**src/rtl/encoder_16to4_seq_if.sv**
```systemverilog
// Handshake bundle for the sequential 16-to-4 encoder: vector in, index stream out.
interface encoder_16to4_seq_if;
  logic        in_valid;
  logic        in_ready;
  logic [15:0] in_vec;
  logic        out_valid;
  logic        out_ready;
  logic [3:0]  out_idx;
  logic        out_last;
  logic        empty_err;
  logic        busy;

  modport master (
    output in_valid, in_vec, out_ready,
    input  in_ready, out_valid, out_idx, out_last, empty_err, busy
  );

  modport slave (
    input  in_valid, in_vec, out_ready,
    output in_ready, out_valid, out_idx, out_last, empty_err, busy
  );
endinterface

```
**src/rtl/encoder_16to4_seq.sv**
```systemverilog
// Accepts a multi-hot 16-bit vector and streams the index of each set bit,
// one per accepted beat, in a fixed scan order chosen by LOWEST_FIRST.
module encoder_16to4_seq #(
  parameter bit LOWEST_FIRST = 1'b1
) (
  input logic                  clk,
  input logic                  rst,
  encoder_16to4_seq_if.slave   bus
);

  typedef enum logic {
    IDLE = 1'b0,
    EMIT = 1'b1
  } state_t;

  state_t      state, state_next;
  logic [15:0] pending, pending_next;
  logic        empty_err_q, empty_err_next;
  logic [3:0]  sel_idx;
  logic        single_bit;

  // Priority select over the pending bits; the last hit in the loop wins.
  always_comb begin
    sel_idx = '0;
    if (LOWEST_FIRST) begin
      for (int i = 15; i >= 0; i--) begin
        if (pending[i]) sel_idx = 4'(i);
      end
    end else begin
      for (int i = 0; i < 16; i++) begin
        if (pending[i]) sel_idx = 4'(i);
      end
    end
  end

  assign single_bit = (pending != 16'd0) && ((pending & (pending - 16'd1)) == 16'd0);

  // All outputs come from registers only, so no input-to-output path exists.
  assign bus.in_ready  = (state == IDLE);
  assign bus.out_valid = (state == EMIT);
  assign bus.busy      = (state == EMIT);
  assign bus.out_idx   = sel_idx;
  assign bus.out_last  = single_bit;
  assign bus.empty_err = empty_err_q;

  always_comb begin
    // NOTE: every signal driven here gets a default first, so no latch is inferred.
    state_next     = state;
    pending_next   = pending;
    empty_err_next = 1'b0;
    case (state)
      IDLE: begin
        if (bus.in_valid) begin
          if (bus.in_vec != 16'd0) begin
            pending_next = bus.in_vec;
            state_next   = EMIT;
          end else begin
            empty_err_next = 1'b1;
          end
        end
      end
      EMIT: begin
        if (bus.out_ready) begin
          pending_next = pending & ~(16'd1 << sel_idx);
          if (single_bit) state_next = IDLE;
        end
      end
    endcase
  end

  always_ff @(posedge clk or negedge rst) begin
    if (!rst) begin
      // NOTE: pending is cleared on reset so an aborted vector can never resurface.
      state       <= IDLE;
      pending     <= '0;
      empty_err_q <= 1'b0;
    end else begin
      // NOTE: non-blocking assignments so every flop samples pre-edge values together.
      state       <= state_next;
      pending     <= pending_next;
      empty_err_q <= empty_err_next;
    end
  end

endmodule

```
**src/flat_wrapper.sv**
```systemverilog
// flat-port wrapper written by rule: the top's interface ports become plain ports
module encoder_16to4_seq_flat 
#(
  parameter bit LOWEST_FIRST = 1'b1
)
  (clk, rst, bus_in_valid, bus_in_vec, bus_out_ready, bus_in_ready, bus_out_valid, bus_out_idx, bus_out_last, bus_empty_err, bus_busy);
  encoder_16to4_seq_if bus_i ();
  input logic clk;
  input logic rst;
  input wire logic [$bits(bus_i.in_valid)-1:0] bus_in_valid;
  input wire logic [$bits(bus_i.in_vec)-1:0] bus_in_vec;
  input wire logic [$bits(bus_i.out_ready)-1:0] bus_out_ready;
  output wire logic [$bits(bus_i.in_ready)-1:0] bus_in_ready;
  output wire logic [$bits(bus_i.out_valid)-1:0] bus_out_valid;
  output wire logic [$bits(bus_i.out_idx)-1:0] bus_out_idx;
  output wire logic [$bits(bus_i.out_last)-1:0] bus_out_last;
  output wire logic [$bits(bus_i.empty_err)-1:0] bus_empty_err;
  output wire logic [$bits(bus_i.busy)-1:0] bus_busy;
  assign bus_i.in_valid = bus_in_valid;
  assign bus_i.in_vec = bus_in_vec;
  assign bus_i.out_ready = bus_out_ready;
  assign bus_in_ready = bus_i.in_ready;
  assign bus_out_valid = bus_i.out_valid;
  assign bus_out_idx = bus_i.out_idx;
  assign bus_out_last = bus_i.out_last;
  assign bus_empty_err = bus_i.empty_err;
  assign bus_busy = bus_i.busy;
  encoder_16to4_seq #(.LOWEST_FIRST(LOWEST_FIRST)) u_core (.clk(clk), .rst(rst), .bus(bus_i));
endmodule
```
**config.mk**
```make
export PLATFORM = sky130hd
export DESIGN_NAME = encoder_16to4_seq_flat
export DESIGN_NICKNAME = d
export VERILOG_FILES = /design/src/rtl/encoder_16to4_seq_if.sv /design/src/rtl/encoder_16to4_seq.sv /design/src/flat_wrapper.sv
export SDC_FILE = /design/constraint.sdc
export NUM_CORES = 1
export LEC_CHECK = 0
export ABC_AREA = 1
export CORE_MARGIN = 2
export CORE_UTILIZATION = 35
export DETAILED_ROUTE_END_ITERATION = 8
export PLACE_DENSITY_LB_ADDON = 0.08
export SLEW_MARGIN = 5
export SYNTH_ARGS = -nofsm -noshare
export SYNTH_HDL_FRONTEND = slang
export SYNTH_SLANG_ARGS = --single-unit
```
**constraint.sdc**
```tcl
create_clock -name clk -period 2.7 [get_ports clk]
set_input_delay 0.54 -clock clk [delete_from_list [all_inputs] [get_ports clk]]
set_output_delay 0.54 -clock clk [all_outputs]
set_load 0.01 [all_outputs]
```
==> results.json, run 1 <==
{
  "firstDrtPassIters": 4,
  "routedWlPerCell_um": 12.8,
  "cts_max_level": 1,
  "grt_usage": 0.180,
  "antennaDiodeCount": 0,
  "met2_usage": 0.283,
  "gp_congestion": 0.880,
  "final_layout_size_suffix_gt1_frac": 0.130,
  "vdd_ir_drop_max_mv": 0.371,
  "synth-compound-area-share": 0.167,
  "ioPinCount": 29,
  "area_growth_pct": 31.1,
  "nets": 245,
  "crit_required_ns": 2.16,
  "postSynthAreaPerCell_um2": 6.91,
  "p_seq_frac": 0.390,
  "muxShareOfSynthArea": 0,
  "stdcell_area_um2": 1730,
  "ant_nets": 0,
  "cp.arrival_ns": 1.97,
  "maxSlewHeadroom": 0.590,
  "synth.cell_area_um2": 1320,
  "finalSetupViolations": 0,
  "synth_edf_count": 0,
  "port_buffers": 28,
  "pwr-share-clk": 0.153,
  "cp-end-kind": "output pin",
  "maxCapViolations": 0,
  "synth_top_family_by_area": "simple AND/OR/NAND/NOR gates",
  "viasPerCell": 4.97,
  "numCtsBuffers": 3,
  "start_kind": "register",
  "grt.busiest_layer": "met2",
  "clk_pin_slew_ns": 0.07,
  "drc": 0,
  "crit_fanout": 6,
  "grtUsageMet1": 0.257,
  "fin_crit_sh": 0.928,
  "cts_root_buffer": "clkbuf_8",
  "hold_ws_ns": 0.599,
  "p_sw_uw": 534,
  "synth-seq-cells": 18,
  "synth-simple-area-share": 0.400,
  "core_area_um2": 3630,
  "post-place-ws_ns": 0.144,
  "die_h_um": 65.4,
  "antenna_found_initial": 0,
  "async_reset_ff_frac": 1.00,
  "grt_use_met3": 0.0223,
  "p_leak_uw": 0.000808,
  "insertion_delay_ns": 0.25,
  "pwr-share-comb": 0.458,
  "worst_r2r_path_depth": 7,
  "hpwl_um": 2630,
  "post_dp_cell_area_um2": 1640,
  "grt_pass1_vias": 1296,
  "overflow": 0,
  "r2r_slack_ns": 0.85,
  "vias": 1347,
  "synthXorXnorAreaFrac": 0,
  "synth_fa_ha_area_frac": 0,
  "start_util": 0.363,
  "finalCriticalPeriod_ns": 2.51,
  "slew_violations": 0,
  "intPower_uw": 705,
  "synthCells": 191,
  "routed_wl_um": 3470,
  "hp-class": "reg2reg",
  "synth_ff_type": "dfrtp_1",
  "clock-sinks": 18,
  "report.final.hold_viol_count": 0,
  "setup_slack_ns": 0.194,
  "dieArea_um2": 4280,
  "power_density_nw_per_um2": 716,
  "fin_tns_setup_ns": 0,
  "drt_iter0_drc": 95,
  "synth_nets": 211,
  "whs_path_depth": 2,
  "synth_cell_types": 29,
  "grt_setup_unrepaired": "false",
  "status": "completed",
  "max_freq_mhz": 399,
  "synth-seq-area-share": 0.341,
  "num_rows": 22,
  "die_w_um": 65.4,
  "yosysWarnings": 0,
  "fin_skew_ns": 0.00150,
  "grt_pass1_wl_um": 5980,
  "grt_max_degree": 33,
  "crit_type": "reg2out",
  "cts_tree": "done",
  "tightest_slew_ns": 0.615,
  "clock_path_buffers": 2,
  "sw_frac_of_total": 0.431
}
-- timing repair --
item | in CTS | in global routing
resized for setup | 6 | 0
buffers inserted | 6 | 0
setup endpoints to repair | 2 | 0
hold buffers | 0 | 0
-- registers in the layout, summed over array words and instances (netlist names) --
signal / cells
u_core.pending: 16
u_core.bus.busy: 1
u_core.bus.empty_err: 1
-- synth_stat cells (3+ instances only) --
cell type / instances / area [um2]
inv_1: 20 / 75.1
nand2_4: 3 / 33.8
dfrtp_1: 18 / 450
nor4_1: 4 / 25.0
nor2_4: 4 / 45.0
nand4_1: 3 / 18.8
buf_2: 4 / 20.0
o211ai_1: 3 / 22.5
nand2_1: 49 / 184
nand3_1: 13 / 65.1
nor2_1: 28 / 105
o21ai_0: 6 / 30.0
a31oi_1: 17 / 106
-- worst paths after layout --
path                                              to          startpoint
worst max-delay path                  bus_out_idx[1]  u_core.pending[14]
worst min-delay path               u_core.pending[8]   u_core.pending[8]
worst max register to register    u_core.pending[13]     u_core.bus.busy
worst min register to register     u_core.pending[8]   u_core.pending[8]
max in group asynchronous          u_core.pending[4]                 rst
min in group asynchronous       u_core.bus.empty_err                 rst
-- power by group through the flow --
stage,combinational [uW],clock (uW),sequential [uW]
floorplan,381,0,457
global placement,513,0,489
detailed placement,516,0,492
CTS,568,196,481
global route,635,209,499
finish,567,189,483
-- per-layer routing --
layer,wire (um),share of wire
met1,1750,0.50
met2,1550,0.45
met3,127,0.037
met4,44,0.013
met5,0,0
-- logic make-up (layout without fill, tap and decap cells) --
kind of cell / after synthesis / in the layout
AOI/OAI and AO/OA: 35 / 35
DFF: 18 / 18
buffers and inverters: 28 / 60
and+or+nand+nor: 110 / 110
-- placed cells by master (no fill, tap or decap), drive strengths merged --
cell type       n
nand2          53
clkdlybuf4s50  26
dlygate4sd2     2
nor2           34
inv            20
o21ai           9
a31oi          17
o311ai          1
a21boi          1
buf             9
dfrtp          18
clkbuf          3
nor4            4
a21oi           2
or2             1
nand3          13
nor3            1
o22ai           2
and3            1
o211ai          3
nand4           3
-- critical path: stages, from the launching register on --
cell and delay, ns:
dfrtp_1 0.43, inv_1 0.10, nand2_1 0.11, a31oi_1 0.08, o21ai_0 0.15, nand2_1 0.08
a21boi_0 0.19, clkdlybuf4s50_1 0.57
-- per-stage QoR --
step	instances	util	total power [uW]
after floorplan	191	-	838
after global placement	262	0.450	1000
after detailed placement	262	0.450	1010
after CTS	271	0.476	1240
after global routing	271	0.476	1340
final	271	0.476	1240
-- area by class of cell --
cell class / count / area [um2]
inverter: 20 / 75.1
tap: 48 / 60.1
clock buffer: 3 / 41.3
fill: 415 / 1900
multi-input combinational: 145 / 756
sequential: 18 / 453
timing repair buffer: 37 / 345
Power figures use the tool's default switching activity.
==> inputs of run 2 (changes only) <==
- clock period: 2.7 -> 2.05 ns (I/O delays scaled with it)
==> run 2 against run 1 <==
Net effect: the flow now finishes with violations (setup timing); non-clock buffer count rose by 44; register-to-register slack worse by 0.47 ns; via count increased by 15%; sequential cell count unchanged; clock skew increased by 0.0019 ns; sequential power is 18% higher; critical endpoint is now bus_out_last; largest cell class unchanged; highest routed layer unchanged.
==> results.json, run 2 (synthesis results as in run 1) <==
{
  "status": "complete, but fails checks",
  "violations": "setup timing",
  "grt_max_degree": 33,
  "worst_r2r_path_depth": 11,
  "num_rows": 22,
  "grt_pass1_wl_um": 6680,
  "hp-class": "in2async",
  "crit_required_ns": 1.64,
  "finalSetupViolations": 1,
  "area_growth_pct": 58.3,
  "finalNonFillerCells": 316,
  "maxSlewHeadroom": 0.720,
  "insertion_delay_ns": 0.26,
  "vdd_ir_drop_max_mv": 0.490,
  "post_dp_cell_area_um2": 1960,
  "intPower_uw": 1220,
  "cp_top_family": "simple AND/OR/NAND/NOR gates",
  "drc": 0,
  "p_leak_uw": 0.00102,
  "cp-end-kind": "output pin",
  "crit_top_cell": "nand2_4",
  "viasPerCell": 4.89,
  "grt_usage": 0.203,
  "cp_slowest_stage_delay_ns": 0.41,
  "power_density_nw_per_um2": 958,
  "maxCapViolations": 0,
  "firstDrtPassIters": 4,
  "crit_buf_inv": 1,
  "sw_frac_of_total": 0.390,
  "grt_setup_unrepaired": "true",
  "top_register": "u_core.pending",
  "routed_wl_um": 3930,
  "max_freq_mhz": 454,
  "cts_tree": "done",
  "dp_cells": 303,
  "finalPower_uw": 2000,
  "fillCellCount": 372,
  "crit_chain": "nor2_4 -> nand2_4 -> nor2_8 -> nand2_4 -> o21ai_2 -> nand2_1 -> nor2_2 -> and3_4 -> buf_6",
  "die_h_um": 65.4,
  "hold_ws_ns": 0.479,
  "numCtsBuffers": 3,
  "cts_root_buffer": "clkbuf_8",
  "port_buffers": 28,
  "start_kind": "register",
  "ant_nets": 0,
  "report.final.hold_viol_count": 0,
  "nets": 289,
  "post-place-ws_ns": -0.298,
  "drt_iter0_drc": 78,
  "core_area_um2": 3630,
  "overflow": 0,
  "tightest_slew_ns": 0.420,
  "layout_commonest_cell": "buf_4",
  "ioPinCount": 29,
  "hpwl_um": 3090,
  "crit_fanout": 5,
  "pwr-share-clk": 0.150,
  "antennaDiodeCount": 0,
  "pwr-share-comb": 0.565,
  "die_w_um": 65.4,
  "clock_path_buffers": 2,
  "cts_max_level": 1,
  "cp.arrival_ns": 1.79,
  "p_sw_uw": 781,
  "final_layout_size_suffix_gt1_frac": 0.310,
  "rr_startpoint": "u_core.pending[2]",
  "setup_slack_ns": -0.153,
  "p_seq_frac": 0.285,
  "antenna_found_initial": 0,
  "grt_pass1_vias": 1525,
  "clock-sinks": 18,
  "routedWlPerCell_um": 12.4,
  "clk_pin_slew_ns": 0.07,
  "crit_slowest_cell": "dfrtp_1",
  "fin_crit_sh": 1.07,
  "gp_congestion": 0.835,
  "vias": 1545,
  "crit_type": "reg2out",
  "r2r-end": "u_core.bus.busy",
  "dieArea_um2": 4280,
  "fin_skew_ns": 0.00343,
  "stdcell_area_um2": 2090,
  "start_util": 0.363,
  "largest_reg_flops": 16,
  "final_cell_mix": "52 x buf_4, 49 x nand2_1, 26 x nor2_1",
  "finalCriticalPeriod_ns": 2.20,
  "r2r_slack_ns": 0.38,
  "slew_violations": 0
}
run 2: cell types whose count changed in the layout (fill, tap and decap cells not counted), sizes merged:
| cell | delta |
|---|---|
| buf | +47 |
| clkbuf | +1 |
| clkdlybuf4s15 | +2 |
| clkdlybuf4s50 | -3 |
| dlygate4sd2 | -2 |
run 2: area by class of cell:
class	count	area [um2]	area share
clock buffers	4	55.1	0.0263
inverters	20	75.1	0.0359
multi-input cells	145	766	0.366
flip-flops and latches	18	450	0.216
well taps	48	60.1	0.0287
repair buffers	81	683	0.327
run 2: metal layers:
layer  vias to the layer above  GRT usage  part of all wire
met4                         0     0.0625             0.012
met1                       713      0.268              0.45
met3                         5     0.0257             0.037
met5                         -          0                 0
li1                        796          -                 -
met2                        31      0.344              0.50
run 2: what timing repair did:
item / in CTS / in global routing
gates cloned: 0 / 0
gates resized for setup: 18 / 11
endpoints found under the setup margin: 5 / 5
pin swaps: 8 / 9
hold buffers: 0 / 0
buffers inserted: 7 / 2
run 2: worst max path at each step:
stage / from / to / slack (ns) / cells after the start
after floorplan: u_core.pending[4] / bus_out_last / 0.28 / 8
after global routing: u_core.pending[2] / bus_out_last / -0.25 / 9
final: u_core.pending[2] / bus_out_last / -0.15 / 9
after global placement: u_core.pending[7] / bus_out_last / -0.24 / 9
after detailed placement: u_core.pending[7] / bus_out_last / -0.30 / 9
after CTS: u_core.pending[0] / bus_out_last / -0.17 / 9
run 2: power by group through the flow:
stage	Sequential, uW	Clock (uW)	Combinational, uW
3_5_place_dp	567	0	1090
3_3_place_gp	564	0	1070
5_1_grt	588	321	1260
6_report	571	300	1130
2_1_floorplan	602	0	501
4_1_cts	565	307	1110
run 2: metrics by stage:
stage,setup TNS [ns],util
floorplan,0,-
global placement,-1.06,0.539
detailed placement,-1.49,0.539
CTS,-0.172,0.567
global route,-0.507,0.575
finish,-0.153,0.575
